`src/rtl/msi_snoop_cache.sv`:
```
// msi_snoop_cache: direct-mapped write-back data cache with MSI snooping.
// One processor request is handled at a time. A one-entry flush buffer carries
// write-backs forced by remote snoops and outranks the cache's own bus messages.
//
// state     | meaning
// ----------+------------------------------------------------------------
// IDLE      | ready for a processor request
// LOOKUP    | latched request checked against the indexed line
// VWB       | broadcasting write-back of the modified victim line
// SEND      | broadcasting RDMISS (load) or INVAL (store) for the request
// WAIT_FILL | load miss broadcast done, waiting for fill data
// RESP      | one-cycle completion pulse
module msi_snoop_cache #(
   parameter logic [1:0] NAME   = 2'd0,
   parameter int         LINES  = 4,
   parameter int         ADDR_W = 3,
   parameter int         DATA_W = 4
) (
   input  logic                       clock,
   input  logic                       reset,
   input  logic                       req_valid,
   output logic                       req_ready,
   input  logic                       req_write,
   input  logic [ADDR_W-1:0]          req_addr,
   input  logic [DATA_W-1:0]          req_wdata,
   output logic                       resp_valid,
   output logic                       resp_hit,
   output logic [DATA_W-1:0]          resp_data,
   output logic                       bus_req,
   input  logic                       bus_grant,
   output logic [2+ADDR_W+DATA_W-1:0] bus_msg,
   input  logic                       snoop_valid,
   input  logic [1:0]                 snoop_src,
   input  logic [2+ADDR_W+DATA_W-1:0] snoop_msg,
   input  logic                       fill_valid,
   input  logic [DATA_W-1:0]          fill_data
);

   localparam int IDX_W = $clog2(LINES);
   localparam int MSG_W = 2 + ADDR_W + DATA_W;

   localparam logic [1:0] ST_I = 2'd0;
   localparam logic [1:0] ST_S = 2'd1;
   localparam logic [1:0] ST_M = 2'd2;

   localparam logic [1:0] MSG_RDMISS = 2'd1;
   localparam logic [1:0] MSG_INVAL  = 2'd2;
   localparam logic [1:0] MSG_WB     = 2'd3;

   typedef enum logic [2:0] {
      IDLE, LOOKUP, VWB, SEND, WAIT_FILL, RESP
   } fsm_t;

   fsm_t state, state_nxt;

   logic [1:0]        line_st   [LINES];
   logic [ADDR_W-1:0] line_tag  [LINES];
   logic [DATA_W-1:0] line_data [LINES];

   logic              r_write;
   logic [ADDR_W-1:0] r_addr;
   logic [DATA_W-1:0] r_wdata;
   logic [IDX_W-1:0]  r_idx;

   logic              flush_valid;
   logic [MSG_W-1:0]  flush_msg;

   logic [1:0]        snp_type;
   logic [ADDR_W-1:0] snp_addr;
   logic [IDX_W-1:0]  snp_idx;
   logic              snp_hit;
   logic              snp_flush;
   logic              unused_snoop_data;

   logic              lookup_hit;
   logic              victim_m;
   logic [MSG_W-1:0]  own_msg;
   logic [MSG_W-1:0]  vwb_msg;

   logic              own_upd;
   logic [1:0]        own_st;
   logic [DATA_W-1:0] own_data;
   logic              resp_load;
   logic              resp_hit_nxt;
   logic [DATA_W-1:0] resp_data_nxt;

   assign r_idx = r_addr[IDX_W-1:0];

   // snooped data field carries nothing the snooper needs
   assign snp_type          = snoop_msg[MSG_W-1 -: 2];
   assign snp_addr          = snoop_msg[DATA_W +: ADDR_W];
   assign snp_idx           = snp_addr[IDX_W-1:0];
   assign unused_snoop_data = ^snoop_msg[DATA_W-1:0];

   assign snp_hit   = snoop_valid && (snoop_src != NAME) &&
                      (line_tag[snp_idx] == snp_addr) && (line_st[snp_idx] != ST_I);
   assign snp_flush = snp_hit && (line_st[snp_idx] == ST_M) &&
                      ((snp_type == MSG_RDMISS) || (snp_type == MSG_INVAL));

   assign lookup_hit = (line_tag[r_idx] == r_addr) && (line_st[r_idx] != ST_I);
   assign victim_m   = !lookup_hit && (line_st[r_idx] == ST_M);

   assign own_msg = {(r_write ? MSG_INVAL : MSG_RDMISS), r_addr, {DATA_W{1'b0}}};
   assign vwb_msg = {MSG_WB, line_tag[r_idx], line_data[r_idx]};

   // state register
   always_ff @(posedge clock or posedge reset) begin
      if (reset) state <= IDLE;
      else       state <= state_nxt;
   end

   // next state, handshake outputs and line-update controls
   always_comb begin
      state_nxt     = state;
      req_ready     = 1'b0;
      resp_valid    = 1'b0;
      bus_req       = flush_valid;
      bus_msg       = flush_valid ? flush_msg : '0;
      own_upd       = 1'b0;
      own_st        = ST_I;
      own_data      = '0;
      resp_load     = 1'b0;
      resp_hit_nxt  = 1'b0;
      resp_data_nxt = '0;
      unique case (state)
         IDLE: begin
            req_ready = 1'b1;
            if (req_valid) state_nxt = LOOKUP;
         end
         LOOKUP: begin
            if (lookup_hit && !r_write) begin
               state_nxt     = RESP;
               resp_load     = 1'b1;
               resp_hit_nxt  = 1'b1;
               resp_data_nxt = line_data[r_idx];
            end else if (lookup_hit && (line_st[r_idx] == ST_M)) begin
               own_upd       = 1'b1;
               own_st        = ST_M;
               own_data      = r_wdata;
               state_nxt     = RESP;
               resp_load     = 1'b1;
               resp_hit_nxt  = 1'b1;
               resp_data_nxt = r_wdata;
            end else if (victim_m) begin
               state_nxt = VWB;
            end else begin
               state_nxt = SEND;
            end
         end
         VWB: begin
            bus_req = 1'b1;
            if (!flush_valid) begin
               bus_msg = vwb_msg;
               if (bus_grant) state_nxt = SEND;
            end
         end
         SEND: begin
            bus_req = 1'b1;
            if (!flush_valid) begin
               bus_msg = own_msg;
               if (bus_grant) begin
                  if (r_write) begin
                     own_upd       = 1'b1;
                     own_st        = ST_M;
                     own_data      = r_wdata;
                     state_nxt     = RESP;
                     resp_load     = 1'b1;
                     resp_data_nxt = r_wdata;
                  end else begin
                     state_nxt = WAIT_FILL;
                  end
               end
            end
         end
         WAIT_FILL: begin
            if (fill_valid) begin
               own_upd       = 1'b1;
               own_st        = ST_S;
               own_data      = fill_data;
               state_nxt     = RESP;
               resp_load     = 1'b1;
               resp_data_nxt = fill_data;
            end
         end
         RESP: begin
            resp_valid = 1'b1;
            state_nxt  = IDLE;
         end
         default: state_nxt = IDLE;
      endcase
   end

   // request capture on acceptance
   always_ff @(posedge clock or posedge reset) begin
      if (reset) begin
         r_write <= 1'b0;
         r_addr  <= '0;
         r_wdata <= '0;
      end else if (state == IDLE && req_valid) begin
         r_write <= req_write;
         r_addr  <= req_addr;
         r_wdata <= req_wdata;
      end
   end

   // response registers, loaded on entry to RESP
   always_ff @(posedge clock or posedge reset) begin
      if (reset) begin
         resp_hit  <= 1'b0;
         resp_data <= '0;
      end else if (resp_load) begin
         resp_hit  <= resp_hit_nxt;
         resp_data <= resp_data_nxt;
      end
   end

   // line array and flush buffer: snoop effects first, own completion last so it wins
   always_ff @(posedge clock or posedge reset) begin
      if (reset) begin
         for (int i = 0; i < LINES; i++) begin
            line_st[i]   <= ST_I;
            line_tag[i]  <= '0;
            line_data[i] <= '0;
         end
         flush_valid <= 1'b0;
         flush_msg   <= '0;
      end else begin
         if (flush_valid && bus_grant)
            flush_valid <= 1'b0;
         if (snp_hit) begin
            if (snp_type == MSG_RDMISS)
               line_st[snp_idx] <= ST_S;
            else if (snp_type == MSG_INVAL)
               line_st[snp_idx] <= ST_I;
            if (snp_flush) begin
               flush_valid <= 1'b1;
               flush_msg   <= {MSG_WB, line_tag[snp_idx], line_data[snp_idx]};
            end
         end
         if (own_upd) begin
            line_st[r_idx]   <= own_st;
            line_tag[r_idx]  <= r_addr;
            line_data[r_idx] <= own_data;
         end
      end
   end

endmodule

```
`config.mk`:
```
export PLATFORM = sky130hd
export DESIGN_NAME = msi_snoop_cache
export DESIGN_NICKNAME = d
export VERILOG_FILES = /design/src/rtl/msi_snoop_cache.sv
export SDC_FILE = /design/constraint.sdc
export NUM_CORES = 1
export LEC_CHECK = 0
export ABC_AREA = 1
export CELL_PAD_IN_SITES_DETAIL_PLACEMENT = 1
export CELL_PAD_IN_SITES_GLOBAL_PLACEMENT = 1
export CORE_ASPECT_RATIO = 1.75
export CORE_MARGIN = 4
export CORE_UTILIZATION = 40
export CTS_CLUSTER_SIZE = 30
export DETAILED_ROUTE_END_ITERATION = 10
export PLACE_DENSITY = 0.88
export REMOVE_ABC_BUFFERS = 1
export SKIP_CTS_REPAIR_TIMING = 1
export SYNTH_ARGS = -nofsm -noshare
export SYNTH_HDL_FRONTEND = slang
export SYNTH_SLANG_ARGS = --single-unit
```
`constraint.sdc`:
```
create_clock -name clock -period 2.12 [get_ports clock]
set_input_delay 0.424 -clock clock [delete_from_list [all_inputs] [get_ports clock]]
set_output_delay 0.424 -clock clock [all_outputs]
set_load 0.01 [all_outputs]
```
==> run metrics, run 1 <==
status finished with violations; failing checks negative setup slack; CP Cell Sequence buf_6 -> nor2_4 -> buf_6 -> nand2_4 -> o21ai_4 -> inv_2 -> o21ai_2 -> nand2_1 -> a31oi_1 -> buf_2; total negative slack -10.14 ns; PnR worst setup slack -0.313 ns; Max stage delay cell, worst path dfrtp_2; die height ~140 um; first-pass GRT wire length between 20000 and 30000 um; Startpoint Class flip-flop; Setup violations, final 52; largest net degree at the start of global routing just over 60; Synth Cell Area approximately 0.0037 sq mm; Crit path required time roughly 1.7 ns; Synth Instances around 520; CP peak stage delay ~0.48 ns; Post-Synth Adder-Cell Area 0.00673; Worst Setup End Kind output port; DRT Pass-1 Iters 5; Die Width between 80 and 90 um; Yosys warning count 0; TritonCTS clock tree done; vias around 4900; Tot Pwr about 8.3 mW; critical setup path kind reg2out; CTS sink count 61; most frequent cells in the layout 116 x nand2_1, 69 x buf_4, 59 x dfrtp_1; GRT Overall Usage 0.310; initial core utilization 0.409; IO Port Bufs just over 40; Main synth FF type dfrtp_1; GPL Wtd Cong roughly 0.93; vias in the first global route roughly 5000; max-slew violations 0; critical path arrival between 2 and 2.5 ns; syn avg cell area between 7 and 8 sq um; Synth Register Bits slightly above 60; layout net count 690; clk slew on worst S/H paths 0.06 ns; period utilization 1.15; Synth Area in Compound Gates 0.167; DR iter-0 viols approximately 350; Final min period roughly 2.4 ns; setup repair after global routing missed its margin true; n_diodes 0; num rows 46; post-DP HPWL 11500 um; routed wire length between 20000 and 25000 um; synth unique cells 37; Boundary Pins 46; WHS ~0.5 ns; skew final between 0.01 and 0.015 ns; DRT antenna net count 0; htree depth 3; share of cells above drive strength 1 0.401; largest family of logic cells by synthesized area simple AND/OR/NAND/NOR gates; initial antenna violation count 0; Place WS -0.520 ns; drc violations 0; highest clock rate 411 MHz; FFs w/ async S/R, synth 1.00; Tightest Pin Transition roughly 0.70 ns; CTS Buf Count 9; Skew-Pair Late Insertion Delay ~0.36 ns; Multi-input gate area 0.00234 sq mm; Max-slew headroom 0.533; Final Hold Viols 0; core area about 0.0091 sq mm; filler cell count ~1100; sequential share of the synthesized area 0.410; VDD IR max around 850 uV; Area growth syn-to-layout 55.6%; number of flops mapped to enable cells by yosys 0; CP max FO 6; Crit path top cell by count buf_6; Pleak around 2.9 nW; simple-gate area share of the yosys netlist 0.319; clock tree buffer depth 2; min-delay worst type reg2reg; multiplexer share of the synthesized area 0.0121; Post-Synth XOR/XNOR Area 0; commonest non-fill, non-tap cell in the layout nand2_1; drt wl/cell between 20 and 30 um; MaxCap Viol Count 0; Die ar. between 0.01 and 0.015 sq mm; gr ovfl total 0; FF+latch area 0.00153 sq mm; root buffer cell clkbuf_16; DR vias/cell approximately 6.3; PD cells around 1400 mW/mm^2
cells by family (layout without fill, tap and decap cells):
| family | count (synthesis) | count (layout) |
|---|---|---|
| AOI/OAI and AO/OA | 100 | 100 |
| adders and majority gates | 2 | 2 |
| buffers and inverters | 74 | 215 |
| DFF | 61 | 61 |
| muxes | 4 | 4 |
| and+or+nand+nor | 282 | 282 |
layer usage:
| metal | track usage | wire [um] | part of all wire | vias to the layer above |
|---|---|---|---|---|
| li1 | - | - | - | 1981 |
| met1 | 0.286 | 7060 | 0.33 | 2394 |
| met2 | 0.568 | 10800 | 0.50 | 369 |
| met3 | 0.0639 | 1540 | 0.072 | 168 |
| met4 | 0.238 | 2030 | 0.094 | 0 |
| met5 | 0 | 0 | 0 | - |
path summary, 6_finish.rpt:
kind                                       to  cells past startpoint  slack [ns]          start
worst max-delay path               bus_msg[5]                     10       -0.31      r_addr[0]
worst min-delay path            line_data[10]                      2        0.50  line_data[10]
worst max register to register       state[2]                     12       -0.29      r_addr[0]
worst min register to register  line_data[10]                      2        0.50  line_data[10]
max in group asynchronous           r_addr[0]                      3        1.26          reset
min in group asynchronous          r_wdata[1]                      3        0.53          reset
registers in the layout, summed over array words and instances (netlist names):
signal       flops
resp_data        4
line_st          8
line_data       16
line_tag        12
r_write          1
flush_msg        8
state            3
flush_valid      1
r_addr           3
r_wdata          4
resp_hit         1
cells in the mapped netlist (7+ instances only):
cell | n | area share
nand2_1 | 184 | 0.19
o21a_1 | 8 | 0.016
a21oi_1 | 8 | 0.011
inv_1 | 53 | 0.053
o21ai_1 | 14 | 0.019
o22ai_1 | 7 | 0.012
nand2_2 | 7 | 0.012
o21ai_0 | 37 | 0.050
dfrtp_1 | 61 | 0.41
nor2_1 | 36 | 0.036
nand3_1 | 37 | 0.050
worst max-delay path: cells and delay by family, from the launching register on:
kind                   cells  cell delay [ns]
AO/OA/AOI/OAI              3             0.37
buffers and inverters      4             0.55
AND/OR/NAND/NOR            3             0.24
flip-flops                 1             0.48
where the power goes:
| group | internal [mW] | switching, mW |
|---|---|---|
| Sequential | 1.56 | 0.540 |
| Combinational | 1.91 | 2.87 |
| Clock | 0.826 | 0.640 |
final cells by class:
type	count	share of cell area
clock inverter	5	0.00627
sequential	61	0.264
clock buffer	11	0.0420
inverter	60	0.0417
multi-input combinational	388	0.404
timing repair buffer	139	0.215
tap	120	0.0260
per-stage QoR:
| step | std cells | cell area, sq um | utilization |
|---|---|---|---|
| 2_1_floorplan | 509 | 3630 | - |
| 3_3_place_gp | 747 | 4810 | 0.529 |
| 3_5_place_dp | 747 | 4810 | 0.529 |
| 4_1_cts | 763 | 5090 | 0.559 |
| 5_1_grt | 784 | 5790 | 0.636 |
| 6_report | 784 | 5790 | 0.636 |
Power figures use the tool's default switching activity.
==> inputs of run 2 (changes only) <==
--- a/config.mk
+++ b/config.mk
@@ -14,6 +14,7 @@
 export CTS_CLUSTER_SIZE = 30
 export DETAILED_ROUTE_END_ITERATION = 10
 export PLACE_DENSITY = 0.88
+export RECOVER_POWER = 25
 export REMOVE_ABC_BUFFERS = 1
 export SKIP_CTS_REPAIR_TIMING = 1
 export SYNTH_ARGS = -nofsm -noshare
==> run metrics, run 2 (synthesis gave the netlist of run 1 again) <==
VDD IR max between 800 and 900 uV; largest net degree at the start of global routing 62; placed cell area roughly 0.0048 sq mm; total negative slack -10.08 ns; first-pass GRT wire length between 20000 and 30000 um; Crit path max-delay family buffers and inverters; core area 0.00909 sq mm; PD cells ~1400 mW/mm^2; period utilization 1.15; share of cells above drive strength 1 0.399; filler cell count between 1000 and 1500; Startpoint Class flip-flop; r2r endpoint line_tag[11]; Place WS -0.520 ns; DR vias/cell 6.25; critical path arrival between 2 and 2.5 ns; die height around 140 um; path depth of the worst reg2reg path 14; TritonCTS clock tree done; CTS Buf Count 9; Boundary Pins 46; Pleak roughly 2.9 nW; num rows 46; CP Depth 10; Multi-input gate area ~0.0023 sq mm; min-delay worst type reg2reg; status finished with violations; gr ovfl total 0; Die ar. roughly 0.011 sq mm; initial core utilization 0.409; GPL Wtd Cong roughly 0.93; CP Cell Sequence buf_6 -> nor2_4 -> buf_6 -> nand2_4 -> o21ai_4 -> inv_2 -> o21ai_2 -> nand2_1 -> a31oi_1 -> buf_2; post-DP HPWL about 11000 um; most frequent cells in the layout 116 x nand2_1, 69 x buf_4, 59 x dfrtp_1; critical setup path kind reg2out; GRT Overall Usage 0.310; Setup violations, final 52; FF+latch area approximately 0.0015 sq mm; Tightest Pin Transition 1.50 ns; vias between 4000 and 5000; Final Hold Viols 0; layout net count 690; setup repair after global routing missed its margin true; Crit path required time 1.70 ns; CTS sink count a little over 60; root buffer cell clkbuf_16; vias in the first global route 4969; Critical Path Source r_addr[0]; max-slew violations 0; initial antenna violation count 0; highest clock rate between 400 and 500 MHz; n_diodes 0; end of the critical path bus_msg[5]; clock tree buffer depth 2; Top reg by flops line_data; DR iter-0 viols between 300 and 400; Area growth syn-to-layout 55.2%; R2R Path Start r_addr[0]; CP max FO 6; final instance area 0.00577 sq mm; commonest non-fill, non-tap cell in the layout nand2_1; clk slew on worst S/H paths 0.06 ns; Skew-Pair Late Insertion Delay 0.36 ns; Max stage delay cell, worst path dfrtp_2; DRT Pass-1 Iters 7; Max-slew headroom 0.00304; R2R setup slack -0.28 ns; Largest register FFs 16; routed wire length roughly 21000 um; PnR worst setup slack -0.313 ns; CP peak stage delay approximately 0.48 ns; failing checks negative setup slack; htree depth 3; Worst Setup End Kind output port; Worst Path Buf+Inv 4; DRT antenna net count 0; drt wl/cell between 20 and 30 um; drc violations 0; IO Port Bufs 41; MaxCap Viol Count 0; top flop regs line_data (16), line_tag (12); Final min period approximately 2.4 ns; Die Width between 80 and 90 um; skew final roughly 0.013 ns; Crit path top cell by count buf_6
## run 2: layout make-up
class                      instances  area share
multi-input combinational        388       0.405
sequential                        61       0.265
timing repair buffer             139       0.213
clock buffer                      11      0.0421
inverter                          60      0.0418
tap                              120      0.0260
clock inverter                     5     0.00629
## run 2: worst min-delay path by stage
stage | from | slack (ns) | endpoint | cells after the start
6_report | line_data[10] | 0.50 | line_data[10] | 2
5_1_grt | line_data[7] | 0.52 | line_data[7] | 2
4_1_cts | line_data[3] | 0.49 | line_data[3] | 2
3_5_place_dp | line_data[10] | 0.47 | line_data[10] | 2
3_3_place_gp | flush_msg[3] | 0.47 | flush_msg[3] | 2
2_1_floorplan | flush_msg[7] | 0.44 | flush_msg[7] | 2
## run 2: where the power goes
group	internal, mW	switching (mW)	total, mW
logic	1.90	2.87	4.77
clock network	0.826	0.637	1.46
registers	1.56	0.541	2.10
## run 2: through the flow
step | power [mW] | cells | hold WS (ns) | util
floorplan | 3.54 | 509 | 0.435 | -
global placement | 4.99 | 747 | 0.465 | 0.529
detailed placement | 5.26 | 747 | 0.474 | 0.529
CTS | 6.80 | 763 | 0.489 | 0.559
global route | 8.63 | 784 | 0.519 | 0.635
finish | 8.34 | 784 | 0.498 | 0.635
## run 2: worst register-to-register path, delay by kind of cell (launching register included)
family | cells | cell delay, ns
compound gates | 3 | 0.37
flops | 1 | 0.48
buf+inv | 5 | 0.73
simple gates | 6 | 0.68
## run 2: per-layer routing
layer	global-route usage	wire length, um	part of all wire	vias to the layer above
li1	-	-	-	1978
met3	0.0639	1530	0.071	171
met5	0	0	0	-
met1	0.286	7040	0.33	2386
met4	0.238	2030	0.095	0
met2	0.568	10900	0.51	368
==> inputs of run 3 (changes only) <==
--- a/config.mk
+++ b/config.mk
@@ -11,12 +11,14 @@
 export CORE_ASPECT_RATIO = 1.75
 export CORE_MARGIN = 4
 export CORE_UTILIZATION = 40
+export CTS_BUF_LIST = sky130_fd_sc_hd__clkbuf_16
 export CTS_CLUSTER_SIZE = 30
 export DETAILED_ROUTE_END_ITERATION = 10
-export PLACE_DENSITY = 0.88
+export PLACE_DENSITY = 0.8
 export RECOVER_POWER = 25
 export REMOVE_ABC_BUFFERS = 1
 export SKIP_CTS_REPAIR_TIMING = 1
+export SLEW_MARGIN = 15
 export SYNTH_ARGS = -nofsm -noshare
 export SYNTH_HDL_FRONTEND = slang
 export SYNTH_SLANG_ARGS = --single-unit
==> run metrics, run 3 (synthesis gave the netlist of run 1 again) <==
status finished with violations; failing checks negative setup slack; post-DP HPWL roughly 11000 um; placed cell count about 740; filler cell count between 1000 and 1500; initial antenna violation count 0; Area growth syn-to-layout 57.1%; root buffer cell clkbuf_16; share of cells above drive strength 1 0.409; GRT Overall Usage 0.274; die height ~140 um; Max stage delay cell, worst path dfrtp_2; Crit path max-delay family buffers and inverters; highest clock rate between 400 and 500 MHz; Largest register FFs 16; TritonCTS clock tree done; CP Depth 10; R2R Path Start r_addr[0]; most frequent cells in the layout 110 x nand2_1, 65 x buf_4, 63 x nand2_2; core area 0.00909 sq mm; MaxCap Viol Count 0; R2R setup slack -0.26 ns; vias in the first global route between 4000 and 5000; CP peak stage delay around 0.44 ns; setup repair after global routing missed its margin true; Final Non-Filler Cells just under 800; num rows 46; vias ~4700; Tightest Pin Transition a little over 0.9 ns; PnR worst setup slack -0.373 ns; first-pass GRT wire length 22700 um; critical path arrival between 2 and 2.5 ns; Max-slew headroom 0.390; DR vias/cell between 6 and 7; routed wire length 19600 um; DRT antenna net count 0; layout net count approximately 700; Critical Path Source r_addr[0]; end of the critical path bus_msg[5]; largest net degree at the start of global routing 62; Final min period around 2.5 ns; clock tree buffer depth 2; Crit path required time around 1.7 ns; CP Cell Sequence buf_12 -> buf_4 -> nor2_4 -> nand2_1 -> o21ai_2 -> inv_1 -> o21ai_0 -> nand2_1 -> a31oi_1 -> buf_2; Worst Setup End Kind output port; Setup violations, final between 50 and 60; Top reg by flops line_data; Die Width 80.9 um; Skew-Pair Late Insertion Delay around 0.35 ns; critical setup path kind reg2out; Crit path top cell by count nand2_1; IO Port Bufs slightly above 40; Pleak ~2.9 nW; path depth of the worst reg2reg path 15; VDD IR max approximately 660 uV; Final Hold Viols 0; PD cells approximately 1400 mW/mm^2; htree depth 3; WHS ~0.47 ns; CTS Buf Count 9; Worst Path Buf+Inv 4; min-delay worst type reg2reg; Startpoint Class flip-flop; Boundary Pins between 40 and 50; skew final 0.0122 ns; max-slew violations 0; drt wl/cell roughly 25 um; CTS sink count around 60; period utilization 1.18; clk slew on worst S/H paths around 0.060 ns; n_diodes 0; drc violations 0; initial core utilization 0.409; DRT Pass-1 Iters 4; DR iter-0 viols 266; top flop regs line_data (16), line_tag (12); GPL Wtd Cong 0.901; total negative slack -8.72 ns; gr ovfl total 0; commonest non-fill, non-tap cell in the layout nand2_1; CP max FO 5; r2r endpoint line_data[15]; Die ar. 0.0110 sq mm
[run 3: changes by cell type in the layout (fill, tap and decap cells not counted), moves of 4 or more]
| cell | before | now |
|---|---|---|
| nor2_1 | 26 | 30 |
| nand3_2 | 1 | 9 |
| nand3_1 | 35 | 25 |
| nand2_2 | 57 | 63 |
| o21ai_2 | 11 | 15 |
| buf_4 | 69 | 65 |
| nor2_2 | 9 | 5 |
| clkinvlp_4 | 0 | 4 |
| nand2_1 | 116 | 110 |
[run 3: where the power goes]
| part | internal (mW) | leakage, nW | total [mW] | switching (mW) |
|---|---|---|---|---|
| clock network | 0.769 | 0.114 | 1.34 | 0.572 |
| logic | 1.98 | 2.01 | 4.77 | 2.79 |
| registers | 1.56 | 0.765 | 2.09 | 0.528 |
| total | 4.31 | 2.89 | 8.20 | 3.89 |
[run 3: through the flow]
stage | worst slack, ns | util | total power, mW | cell area (sq um)
2_1_floorplan | 0.0885 | - | 3.54 | 3630
3_3_place_gp | -0.311 | 0.525 | 4.97 | 4780
3_5_place_dp | -0.401 | 0.525 | 5.16 | 4780
4_1_cts | -0.717 | 0.553 | 6.52 | 5030
5_1_grt | -0.440 | 0.642 | 8.53 | 5840
6_report | -0.373 | 0.642 | 8.20 | 5840
[run 3: area by class of cell]
| type | count | area (sq um) | share of cell area |
|---|---|---|---|
| multi-input combinational | 388 | 2410 | 0.412 |
| sequential | 61 | 1530 | 0.262 |
| timing repair buffer | 137 | 1250 | 0.214 |
| inverter | 60 | 250 | 0.0428 |
| clock buffer | 9 | 225 | 0.0386 |
| tap | 120 | 150 | 0.0257 |
| clock inverter | 5 | 30.0 | 0.00514 |
[run 3: worst min-delay path by stage]
| stage | end | slack (ns) | startpoint | depth (start not counted) |
|---|---|---|---|---|
| after floorplan | flush_msg[7] | 0.44 | flush_msg[7] | 2 |
| after global placement | flush_msg[7] | 0.45 | flush_msg[7] | 2 |
| after detailed placement | flush_msg[7] | 0.46 | flush_msg[7] | 2 |
| after CTS | flush_msg[7] | 0.48 | flush_msg[7] | 2 |
| after global routing | flush_msg[7] | 0.49 | flush_msg[7] | 2 |
| final | flush_msg[7] | 0.47 | flush_msg[7] | 2 |
[run 3: routing by layer]
layer	track usage	wire length, um	part of all wire	vias to the layer above
li1	-	-	-	1987
met1	0.270	6640	0.34	2327
met2	0.506	10200	0.52	265
met3	0.0453	1050	0.054	157
met4	0.178	1670	0.085	0
met5	0	0	0	-
[run 3: worst register-to-register path, stage by stage (launching register included)]
cell	delay, ns
dfrtp_2	0.44
buf_12	0.15
buf_4	0.14
nor2_4	0.15
nand2_1	0.10
o21ai_2	0.11
inv_1	0.11
o21ai_0	0.10
nor2_1	0.09
nand4_1	0.13
nand2_2	0.16
buf_6	0.17
nand2_8	0.08
clkinvlp_4	0.19
nand2_2	0.11
nand2_2	0.06
==> RTL change, RTL diff (config.mk and constraints of run 3) <==
`LINES`: 4 -> 2.
--- a/src/rtl/msi_snoop_cache.sv
+++ b/src/rtl/msi_snoop_cache.sv
@@ -14,3 +14,3 @@
    parameter logic [1:0] NAME   = 2'd0,
-   parameter int         LINES  = 4,
+   parameter int         LINES  = 2,
    parameter int         ADDR_W = 3,
Function: changed (a bounded check fails within 10 cycles, from zero or initial values and one cycle with reset high).
==> RTL change against run 3 <==
Sequential cell count shrank 18. Power is 43% lower. First-iteration DRC count decreased by 70%. Area after synthesis down 26%. Wire length down 58%. Final area decreased by 39%. Setup slack gained 0.44 ns. Fmax increased by 22%. Combinational power fell by 47%.
==> RTL change: results (changes against run 3) <==
| Metric | Value |
|---|---|
| DR iter-0 viols | 80 (-70%) |
| Buffering overhead | 0.183 (-0.0309) |
| Post-synthesis cell count | 350 (-33%) |
| Worst hold slack | 0.451 ns (-0.0190 ns) |
| Distinct cells, synth | 42 (+14%) |
| Share of cells above drive strength 1 | 0.214 (-0.195) |
| Pre-CTS WS | -0.101 ns (+0.300 ns) |
| Clock-cell share | 0.0383 (-0.00543) |
| Storage element area | 0.00108 sq mm (-29%) |
| Via density | 5.17 (-15%) |
| Worst-skew pair later-pin latency | 0.29 ns (-0.06 ns) |
| Mux share of post-synthesis cell area | 0.0493 (+0.0372) |
| Leak | 1.86 nW (-36%) |
| Area grow syn2layout | 30.0% |
| Crit path from | state[2] |
| Cell Area, Placed | 0.00342 sq mm (-28%) |
| Crit path DAT | 1.63 ns (-0.44 ns) |
| First-pass GRT wire length | 13.8 mm (-39%) |
| Critical Path Fanout Max | 4 (-1) |
| Vias in the first global route | 2,799 (-39%) |
| Vias | 2,594 (-45%) |
| Gr usage total | 0.210 (-0.0636) |
| Multi-input gates | 259 (-33%) |
| HP Class | reg2reg |
| Outcome | completed |
| Critical path destination | resp_valid |
| Ys async rst share | 1.00 (unchanged) |
| Nets | 450 (-35%) |
| Sequential area share after synthesis | 0.393 (-0.0180) |
| Logic inverters | 39 (-35%) |
| Max rail drop VDD | 0.720 mV (+9.2%) |
| Post-Synth XOR/XNOR Area | 0.00639 (+0.00639) |
| Regs by FF count | flush_msg: 8 flops, line_data: 8 flops, line_tag: 6 flops |
| Reg2reg setup slack | 0.20 ns (+0.46 ns) |
| Clk_skew | 0.00397 ns (-0.00827 ns) |
| Worst r2r path cells | 12 (-3) |
| Commonest cells post-synth | nand2_1, dfrtp_1, inv_1, nand3_1, nor2_1 |
| Slew @ Worst Pin | 1.14 ns (+0.226 ns) |
| Root Buffer | clkbuf_16 |
| Tmin final | 2.05 ns (-0.444 ns) |
| WL/cell | 16.5 microns (-34%) |
| Compound-cell area share of the yosys netlist | 0.136 (-0.0317) |
| HPWL after DPL | 6.52 mm (-39%) |
| Tap cells | 82 (-32%) |
| Signal buffers | 71 (-48%) |
| Largest net degree at the start of global routing | 44 (-29%) |
| Sink Count | 43 (-30%) |
| # placed instances | 494 (-34%) |
| Placer Congestion | 0.873 (-3.1%) |
| Post-synthesis adder-cell area fraction | 0.00913 (+0.00240) |
| Htree depth | 2 (-1) |
| Largest cells by area after synthesis | dfrtp_1, nand2_1, nand3_1 |
| Filler instances | 819 (-27%) |
| Reg-to-Reg End | line_data[5] |
| Layout clock buffers | 5 (-4) |
| Multi-input gate area | 0.00145 sq mm (-40%) |
RTL change: per-layer routing:
metal	part of all wire	vias up	routed length (microns)	global-route usage
li1	-	1267	-	-
met1	0.35	1260	2880	0.221
met2	0.59	51	4870	0.407
met3	0.034	16	283	0.0265
met4	0.033	0	272	0.0812
met5	0	-	0	0
RTL change: report_power, final:
part           total [mW]  internal (mW)  switching [mW]
combinational        2.52           1.05            1.46
sequential           1.42           1.13           0.294
clock               0.731          0.424           0.307
total                4.67           2.60            2.07
RTL change: worst max-delay path: stages (launching register included):
cell and delay [ns]:
dfrtp_1 0.40, buf_4 0.15, inv_1 0.05, nor3_1 0.17, clkdlybuf4s50_1 0.56
RTL change: logic make-up after synthesis:
| family | Yosys count |
|---|---|
| compound gates | 56 |
| xor+xnor | 2 |
| simple gates | 186 |
| fa+ha+maj | 2 |
| flops | 43 |
| buf+inv | 48 |
| mux | 13 |
